`src/rtl/dmem_dump_unit.sv`:
```
// Data memory read-out engine: stalls the CPU, streams a window of words with their
// addresses over valid/ready, and keeps a modulo-2**DATA_W checksum of emitted words.
module dmem_dump_unit #(
    parameter int unsigned ADDR_W = 8,
    parameter int unsigned DATA_W = 16
) (
    input  logic              clk,
    input  logic              rst,
    input  logic              start,
    input  logic [ADDR_W-1:0] base_addr,
    input  logic [ADDR_W:0]   word_count,
    output logic              cpu_hold,
    input  logic              cpu_held,
    output logic              mem_ren,
    output logic [ADDR_W-1:0] mem_addr,
    input  logic [DATA_W-1:0] mem_rdata,
    output logic              out_valid,
    input  logic              out_ready,
    output logic [DATA_W-1:0] out_data,
    output logic [ADDR_W-1:0] out_addr,
    output logic              out_last,
    output logic              busy,
    output logic              done,
    output logic [DATA_W-1:0] checksum
);

    localparam int unsigned CNT_W = ADDR_W + 1;

    localparam logic [2:0] S_IDLE  = 3'd0;
    localparam logic [2:0] S_HOLD  = 3'd1;
    localparam logic [2:0] S_READ  = 3'd2;
    localparam logic [2:0] S_DRAIN = 3'd3;
    localparam logic [2:0] S_DONE  = 3'd4;

    logic [2:0]        state_q, state_d;
    logic [ADDR_W-1:0] base_q, base_d;
    logic [CNT_W-1:0]  count_q, count_d;
    logic [CNT_W-1:0]  issued_q, issued_d;
    logic [DATA_W-1:0] sum_q, sum_d;
    logic              hold_q, hold_d;
    logic              busy_q, busy_d;
    logic              done_q, done_d;

    // Read in flight: data appears on mem_rdata the cycle after issue.
    logic              pend_q, pend_d;
    logic [ADDR_W-1:0] pend_addr_q, pend_addr_d;
    logic              pend_last_q, pend_last_d;

    // Two-entry output buffer kept as a shift register; entry 0 is always the head.
    logic              v0_q, v0_d, v1_q, v1_d;
    logic [DATA_W-1:0] d0_q, d0_d, d1_q, d1_d;
    logic [ADDR_W-1:0] a0_q, a0_d, a1_q, a1_d;
    logic              l0_q, l0_d, l1_q, l1_d;

    logic              pop_c;
    logic [1:0]        slots_c;
    logic              issue_c;
    logic              issue_last_c;
    logic [ADDR_W-1:0] rd_addr_c;

    // Issue decision counts the pop of this cycle so a full-rate stream never stalls.
    always_comb begin
        pop_c        = v0_q & out_ready;
        slots_c      = 2'(v0_q) + 2'(v1_q) + 2'(pend_q) - 2'(pop_c);
        rd_addr_c    = base_q + issued_q[ADDR_W-1:0];
        issue_c      = (state_q == S_READ) && (issued_q != count_q) && (slots_c < 2'd2);
        issue_last_c = (issued_q == count_q - CNT_W'(1));
    end

    // Output buffer update: pop shifts entry 1 forward, captured data fills the first free slot.
    always_comb begin
        v0_d = v0_q;
        d0_d = d0_q;
        a0_d = a0_q;
        l0_d = l0_q;
        v1_d = v1_q;
        d1_d = d1_q;
        a1_d = a1_q;
        l1_d = l1_q;
        if (pop_c) begin
            v0_d = v1_q;
            d0_d = d1_q;
            a0_d = a1_q;
            l0_d = l1_q;
            v1_d = 1'b0;
        end
        if (pend_q) begin
            if (!v0_d) begin
                v0_d = 1'b1;
                d0_d = mem_rdata;
                a0_d = pend_addr_q;
                l0_d = pend_last_q;
            end else begin
                v1_d = 1'b1;
                d1_d = mem_rdata;
                a1_d = pend_addr_q;
                l1_d = pend_last_q;
            end
        end
        pend_d      = issue_c;
        pend_addr_d = issue_c ? rd_addr_c : pend_addr_q;
        pend_last_d = issue_c ? issue_last_c : pend_last_q;
    end

    // Control FSM next-state and registered control outputs.
    always_comb begin
        state_d  = state_q;
        base_d   = base_q;
        count_d  = count_q;
        issued_d = issue_c ? issued_q + CNT_W'(1) : issued_q;
        sum_d    = pop_c ? sum_q + d0_q : sum_q;
        hold_d   = hold_q;
        busy_d   = busy_q;
        done_d   = 1'b0;
        case (state_q)
            S_IDLE: begin
                if (start) begin
                    base_d   = base_addr;
                    count_d  = word_count;
                    issued_d = '0;
                    sum_d    = '0;
                    busy_d   = 1'b1;
                    if (word_count == '0) begin
                        state_d = S_DONE;
                    end else begin
                        state_d = S_HOLD;
                        hold_d  = 1'b1;
                    end
                end
            end
            S_HOLD: begin
                if (cpu_held) begin
                    state_d = S_READ;
                end
            end
            S_READ: begin
                if (issued_q == count_q) begin
                    state_d = S_DRAIN;
                end
            end
            S_DRAIN: begin
                if (!v0_q && !v1_q && !pend_q) begin
                    state_d = S_DONE;
                    hold_d  = 1'b0;
                end
            end
            S_DONE: begin
                state_d = S_IDLE;
                busy_d  = 1'b0;
            end
            default: begin
                state_d = S_IDLE;
                hold_d  = 1'b0;
                busy_d  = 1'b0;
            end
        endcase
        if (state_d == S_DONE && state_q != S_DONE) begin
            done_d = 1'b1;
        end
    end

    always_ff @(posedge clk or negedge rst) begin
        if (!rst) begin
            state_q     <= S_IDLE;
            base_q      <= '0;
            count_q     <= '0;
            issued_q    <= '0;
            sum_q       <= '0;
            hold_q      <= 1'b0;
            busy_q      <= 1'b0;
            done_q      <= 1'b0;
            pend_q      <= 1'b0;
            pend_addr_q <= '0;
            pend_last_q <= 1'b0;
            v0_q        <= 1'b0;
            d0_q        <= '0;
            a0_q        <= '0;
            l0_q        <= 1'b0;
            v1_q        <= 1'b0;
            d1_q        <= '0;
            a1_q        <= '0;
            l1_q        <= 1'b0;
        end else begin
            state_q     <= state_d;
            base_q      <= base_d;
            count_q     <= count_d;
            issued_q    <= issued_d;
            sum_q       <= sum_d;
            hold_q      <= hold_d;
            busy_q      <= busy_d;
            done_q      <= done_d;
            pend_q      <= pend_d;
            pend_addr_q <= pend_addr_d;
            pend_last_q <= pend_last_d;
            v0_q        <= v0_d;
            d0_q        <= d0_d;
            a0_q        <= a0_d;
            l0_q        <= l0_d;
            v1_q        <= v1_d;
            d1_q        <= d1_d;
            a1_q        <= a1_d;
            l1_q        <= l1_d;
        end
    end

    // Read port is combinational so the issue decision can see this cycle's pop.
    assign mem_ren   = issue_c;
    assign mem_addr  = rd_addr_c;
    assign cpu_hold  = hold_q;
    assign busy      = busy_q;
    assign done      = done_q;
    assign checksum  = sum_q;
    assign out_valid = v0_q;
    assign out_data  = d0_q;
    assign out_addr  = a0_q;
    assign out_last  = l0_q;

endmodule

```
`config.mk`:
```
export PLATFORM = sky130hd
export DESIGN_NAME = dmem_dump_unit
export DESIGN_NICKNAME = d
export VERILOG_FILES = /design/src/rtl/dmem_dump_unit.sv
export SDC_FILE = /design/constraint.sdc
export NUM_CORES = 1
export LEC_CHECK = 0
export ABC_AREA = 1
export CELL_PAD_IN_SITES_DETAIL_PLACEMENT = 2
export CELL_PAD_IN_SITES_GLOBAL_PLACEMENT = 2
export CORE_UTILIZATION = 32
export CTS_CLUSTER_DIAMETER = 120
export CTS_CLUSTER_SIZE = 28
export DETAILED_ROUTE_END_ITERATION = 8
export PLACE_DENSITY = 0.77
export SETUP_SLACK_MARGIN = 0.15
export SLEW_MARGIN = 25
export SYNTH_ARGS = -nofsm -noshare
export SYNTH_HDL_FRONTEND = slang
export SYNTH_SLANG_ARGS = --single-unit
export TNS_END_PERCENT = 50
```
`constraint.sdc`:
```
create_clock -name clk -period 3.1 [get_ports clk]
set_input_delay 0.62 -clock clk [delete_from_list [all_inputs] [get_ports clk]]
set_output_delay 0.62 -clock clk [all_outputs]
set_load 0.05 [all_outputs]
```
* Yosys cells after proc, flatten, opt, wreduce, memory -nomap -nowiden *
Cells that the tools add are included.

operators by class
  add/subtract/negate cells = 7
  $lt $le $gt $ge = 1
  equality and inequality tests = 12
  mux-type cells = 33
  bitwise gates (word level) = 3
  reduce and logical (&&, ||, !) cells = 16

operator list
  cell                                                 count
  2-to-1 mux 16 bit                                    6
  2-to-1 mux 9 bit                                     3
  2-to-1 mux 8 bit                                     3
  equality test 9 bit                                  2
  adder 16 bit                                         1
  2-to-1 mux 3 bit                                     5
  2-to-1 mux 1 bit                                     13
  case mux 3 bit (4 select lines)                      1
  adder 9 x 1 -> 9 bit, second input constant          1
  zero test 9 bit                                      1
  != test 9 bit                                        1
  subtractor 9 x 1 -> 9 bit, second input constant     1
  adder 8 bit                                          1
  equality test 3 x 2 -> 1 bit, second input constant  2
  equality test 3 bit, second input constant           2
  != test 2 bit, second input constant                 3
  AND reduction 2 bit                                  3
  OR reduction 3 bit                                   2
  logical AND 1 bit                                    5
  AND reduction 4 bit                                  1
  equality test 3 x 1 -> 1 bit, second input constant  1
  zero test 1 bit                                      3
  zero test 3 bit                                      1
  != test 3 bit, second input constant                 1
  other kinds (8)                                      9

word-level totals
  register bits after elaboration = 110
  bits of input ports = 38
  output and inout port bits = 54
  logic and storage cells = 91

* Longest topological paths before layout *
  depth in word-level cells = 8
  mapped depth = 15
  depth with buffers taken out = 13

* Worst setup path after synthesis *
Ideal clock, no wire load.

  kind = register -> output
  start point = register v0_q (netlist: out_valid)
  end point = output mem_ren
  arrival = 2536 ps
  required time = 2480 ps
  setup slack = -56 ps
  cell stages (with the launch flop) = 13
  cells stage by stage = dfrtp_1 -> nand2_1 -> inv_2 -> clkbuf_1 -> ha_1 -> inv_1 -> ha_1 -> a21oi_1 -> nor2_1 -> nor2_4 -> nand2_4 -> inv_6 -> buf_12

on the way
  word-level cells in the longest chain between the ends = 5
  elaborated cells on any way between the ends = 6

RTL lines
  item                            line  RTL
  start, declared                 50    logic v0_q, v0_d, v1_q, v1_d;
  start signal, assigned          195   v0_q <= v0_d;
  adder 1 x 1 -> 2 bit            64    slots_c = 2'(v0_q) + 2'(v1_q) + 2'(pend_q) - 2'(pop_c);
  adder 2 x 1 -> 2 bit            64
  subtractor 2 x 1 -> 2 bit (*)   64
  less-than comparator 2 bit (*)  66    issue_c = (state_q == S_READ) && (issued_q != count_q) && (slots_c < 2'd2);
  logical AND 1 bit (*)           66
  end, declared                   14    output logic mem_ren,

Every way passes the cells marked *; elsewhere a longest branch is shown, timed or not.

* Worst setup path in the final report *
  start point = register issued_q[0]
  end point = output mem_addr[6]

on the way
  word-level cells in the longest chain between the ends = 1

RTL lines
  item                    line  RTL
  start, declared         38    logic [CNT_W-1:0] issued_q, issued_d;
  start signal, assigned  187   issued_q <= issued_d;
  adder 8 bit             65    rd_addr_c = base_q + issued_q[ADDR_W-1:0];
  end, declared           15    output logic [ADDR_W-1:0] mem_addr,

No other way between the ends.

==> impl_results.md <==
- Synth unique cells: 38
- Max clock buf depth: 2
- Outcome: completed
- Clock Sinks: 110
- Top FF cell, synth: dfrtp_1
- Syn Nets: roughly 900
- F_max: 350 MHz
- Die width: around 140 µm
- Post-route core utilization: 41.0%
- Clock slew at reported path FFs: around 90 ps
- Leak Pwr: between 0.004 and 0.005 µW
- ANT cells: 0
- Worst slack, placed: -132 ps
- Critical Path Source Type: register
- DP HPWL: about 16000 µm
- H-tree levels: 3
- Top Family by Delay on Critical Path: adder cells
- CP Data Required Time: around 2500 ps
- RSZ-0062 raised after global routing: true
- R2R depth: 16
- Crit path max fanout: 7
- Final wirelength: around 21000 µm
- Post-synth ARST share: between 90% and 100%
- Worst-path cell chain: ha_1 -> inv_1 -> fa_1 -> inv_1 -> nand4_1 -> nand3_1 -> xor2_2 -> buf_12
- Global-route wire length before repair: 35000 µm
- Gr ovfl total: 0
- Boundary pin count: 92
- Crit path depth: 8
- Routed WL per cell: ~18 µm
- Worst-margin pin slew: around 720 ps
- Synthesized instance count: 830
- Ranking of synthesized cells by area: dfrtp_1 (43%), nand2_1 (16%), inv_1 (5.9%)
- GPL Wtd Cong: 0.825
- Final hold violation count: 0
- Drt first pass iters: 5
- Cell Area, Synth: roughly 6300 µm²
- Sequential cell area: ~2800 µm²
- Avg Cell Area, Syn: approximately 7.6 µm²
- CTS tree: done
- Reg2reg setup slack: ~760 ps
- Hold_buf cts: 0
- Port bufs: about 90
- Slew margin rel.: approximately 52%
- Antenna Nets Post-Route: 0
- Worst Setup Path Type: reg -> out
- Setup TNS: 0 ps
- Reg2Reg Capture Point: issued_q[4]
- Crit-path most repeated cell: inv_1
- All-Layer GR Usage: between 20% and 30%
- Latest clock arrival within the worst-skew pair: 370 ps
- Final nets: roughly 990
- Final setup skew: 8.15 ps
- Die area: 20400 µm²
- Slowest CP cell: dfrtp_2
- Commonest non-fill, non-tap cell in the layout: nand2_1
- Initial Util: between 30% and 40%
- Commonest non-fill, non-tap cells in the layout: nand2_1 (267), dfrtp_1 (107), inv_1 (99)
- CP arrival: ~2200 ps
- Share of layout cells above drive strength 1: 10.4%
- Largest net degree at the start of global routing: 54
- Crit end category: output pin
- Finish-stage setup viols: 0
- CTS root buf: clkbuf_16
- Worst Path Buf+Inv: 3
- Synth Warn #: 0
- DR vias/cell: roughly 5
- Initial DRC count: roughly 220
- Antenna violations before repair: 0
- Fin worst setup slack: between 200 and 250 ps
- Area of the multi-input gates: just over 3000 µm²
- Synth top area share: between 40 and 50%
- Seq cells post-synth: 110
- Layout area overhead: 25.6%
- Residual DRC: 0
- PwrDens: 1230 nW/µm²
- Core ar.: between 15000 and 20000 µm²
- Crit path largest cell delay: approximately 440 ps
- Max-slew violation count: 0
- Hold Path Class: in -> async
- Period utilisation layout: 92.2%
- CTS buffer count: 9
- Sequential share of the synthesized area: roughly 43%
- Period minus WS final: 2860 ps
- Leading area contributor after synthesis: dfrtp_1
- Max_cap viols: 0
- Peak supply drop: about 1200 µV
- Via count of the first global-routing pass: between 6000 and 7000
- EDFF count, synth: 0
- Die Y: approximately 140 µm
- Fillers: about 2300
- RR Startpoint: out_valid
- Vias: just under 6000
- Cell row count: between 50 and 60
-- cell type report --
class | instances | share of cell area [%]
multi-input combinational | 589 | 38.8
sequential | 110 | 34.7
timing repair buffer | 109 | 13.4
inverter | 106 | 5.07
tap | 265 | 4.17
clock buffer | 9 | 2.83
clock inverter | 7 | 1.05
-- synthesized netlist by cell type (3+ instances only) --
cell,count
nand2_1,269
dfrtp_1,110
inv_1,100
nor2_1,93
nand3_1,46
o21ai_0,27
a31oi_1,26
ha_1,26
mux2_2,18
a21oi_1,17
nand4_1,12
clkbuf_1,11
buf_2,9
nor3_1,8
xor2_1,8
o21ai_2,7
inv_2,5
xnor2_1,5
nand2_2,3
nand3b_1,3
nor2_2,3
o211ai_1,3
-- flip-flops by register name (all words and copies together) (netlist names) --
name,flops
count_q,9
pend_addr_q,8
busy,1
state_q,3
issued_q,9
out_addr,8
cpu_hold,1
out_data,16
out_last,1
checksum,16
done,1
a1_q,8
l1_q,1
out_valid,1
pend_last_q,1
pend_q,1
d1_q,16
v1_q,1
base_q,8
-- layer usage --
layer | vias up | wire length, µm | part of all wire (%) | GRT usage (%)
met1 | 3055 | 9370 | 44 | 26.6
met2 | 64 | 11200 | 53 | 41.6
met3 | 11 | 374 | 1.8 | 3.42
li1 | 2819 | - | - | -
met5 | - | 0 | 0 | 0
met4 | 0 | 167 | 0.79 | 4.24
-- metrics by stage --
stage	power (µW)	instance area (µm²)	hold WS [ps]	cells
floorplan	6550	6330	324	830
global placement	8250	7570	464	1174
global route	10600	7950	332	1195
CTS	9880	7890	316	1191
finish	9810	7950	283	1195
detailed placement	8560	7570	480	1174
-- how the worst max path moves through the flow --
stage                           start          end  slack, ps
after global placement      out_ready      mem_ren        -30
after CTS                 issued_q[0]  mem_addr[6]         40
after global routing      issued_q[0]  mem_addr[6]        120
after detailed placement    out_ready      mem_ren       -130
after floorplan             out_ready      mem_ren        200
final                     issued_q[0]  mem_addr[6]        240
-- power breakdown --
part	switching, µW	internal (µW)
Clock	653	587
Sequential	556	2080
Combinational	3930	2010
-- timing repair --
item,in CTS,in global routing
gates resized for setup,2,11
buffers inserted,1,4
endpoints found under the setup margin,4,4
pin swaps,1,2
cloned,0,0
-- logic make-up after synthesis --
| family | after synthesis | share of synthesized area (%) |
|---|---|---|
| AOI/OAI and AO/OA | 88 | 8.38 |
| xor gates and xnor gates | 14 | 2.06 |
| adders and majority gates | 28 | 5.77 |
| buffers and inverters | 131 | 8.52 |
| DFF | 110 | 43.5 |
| muxes | 18 | 3.20 |
| and+or+nand+nor | 441 | 28.6 |
Note: power is estimated with default switching activity, not from simulation.
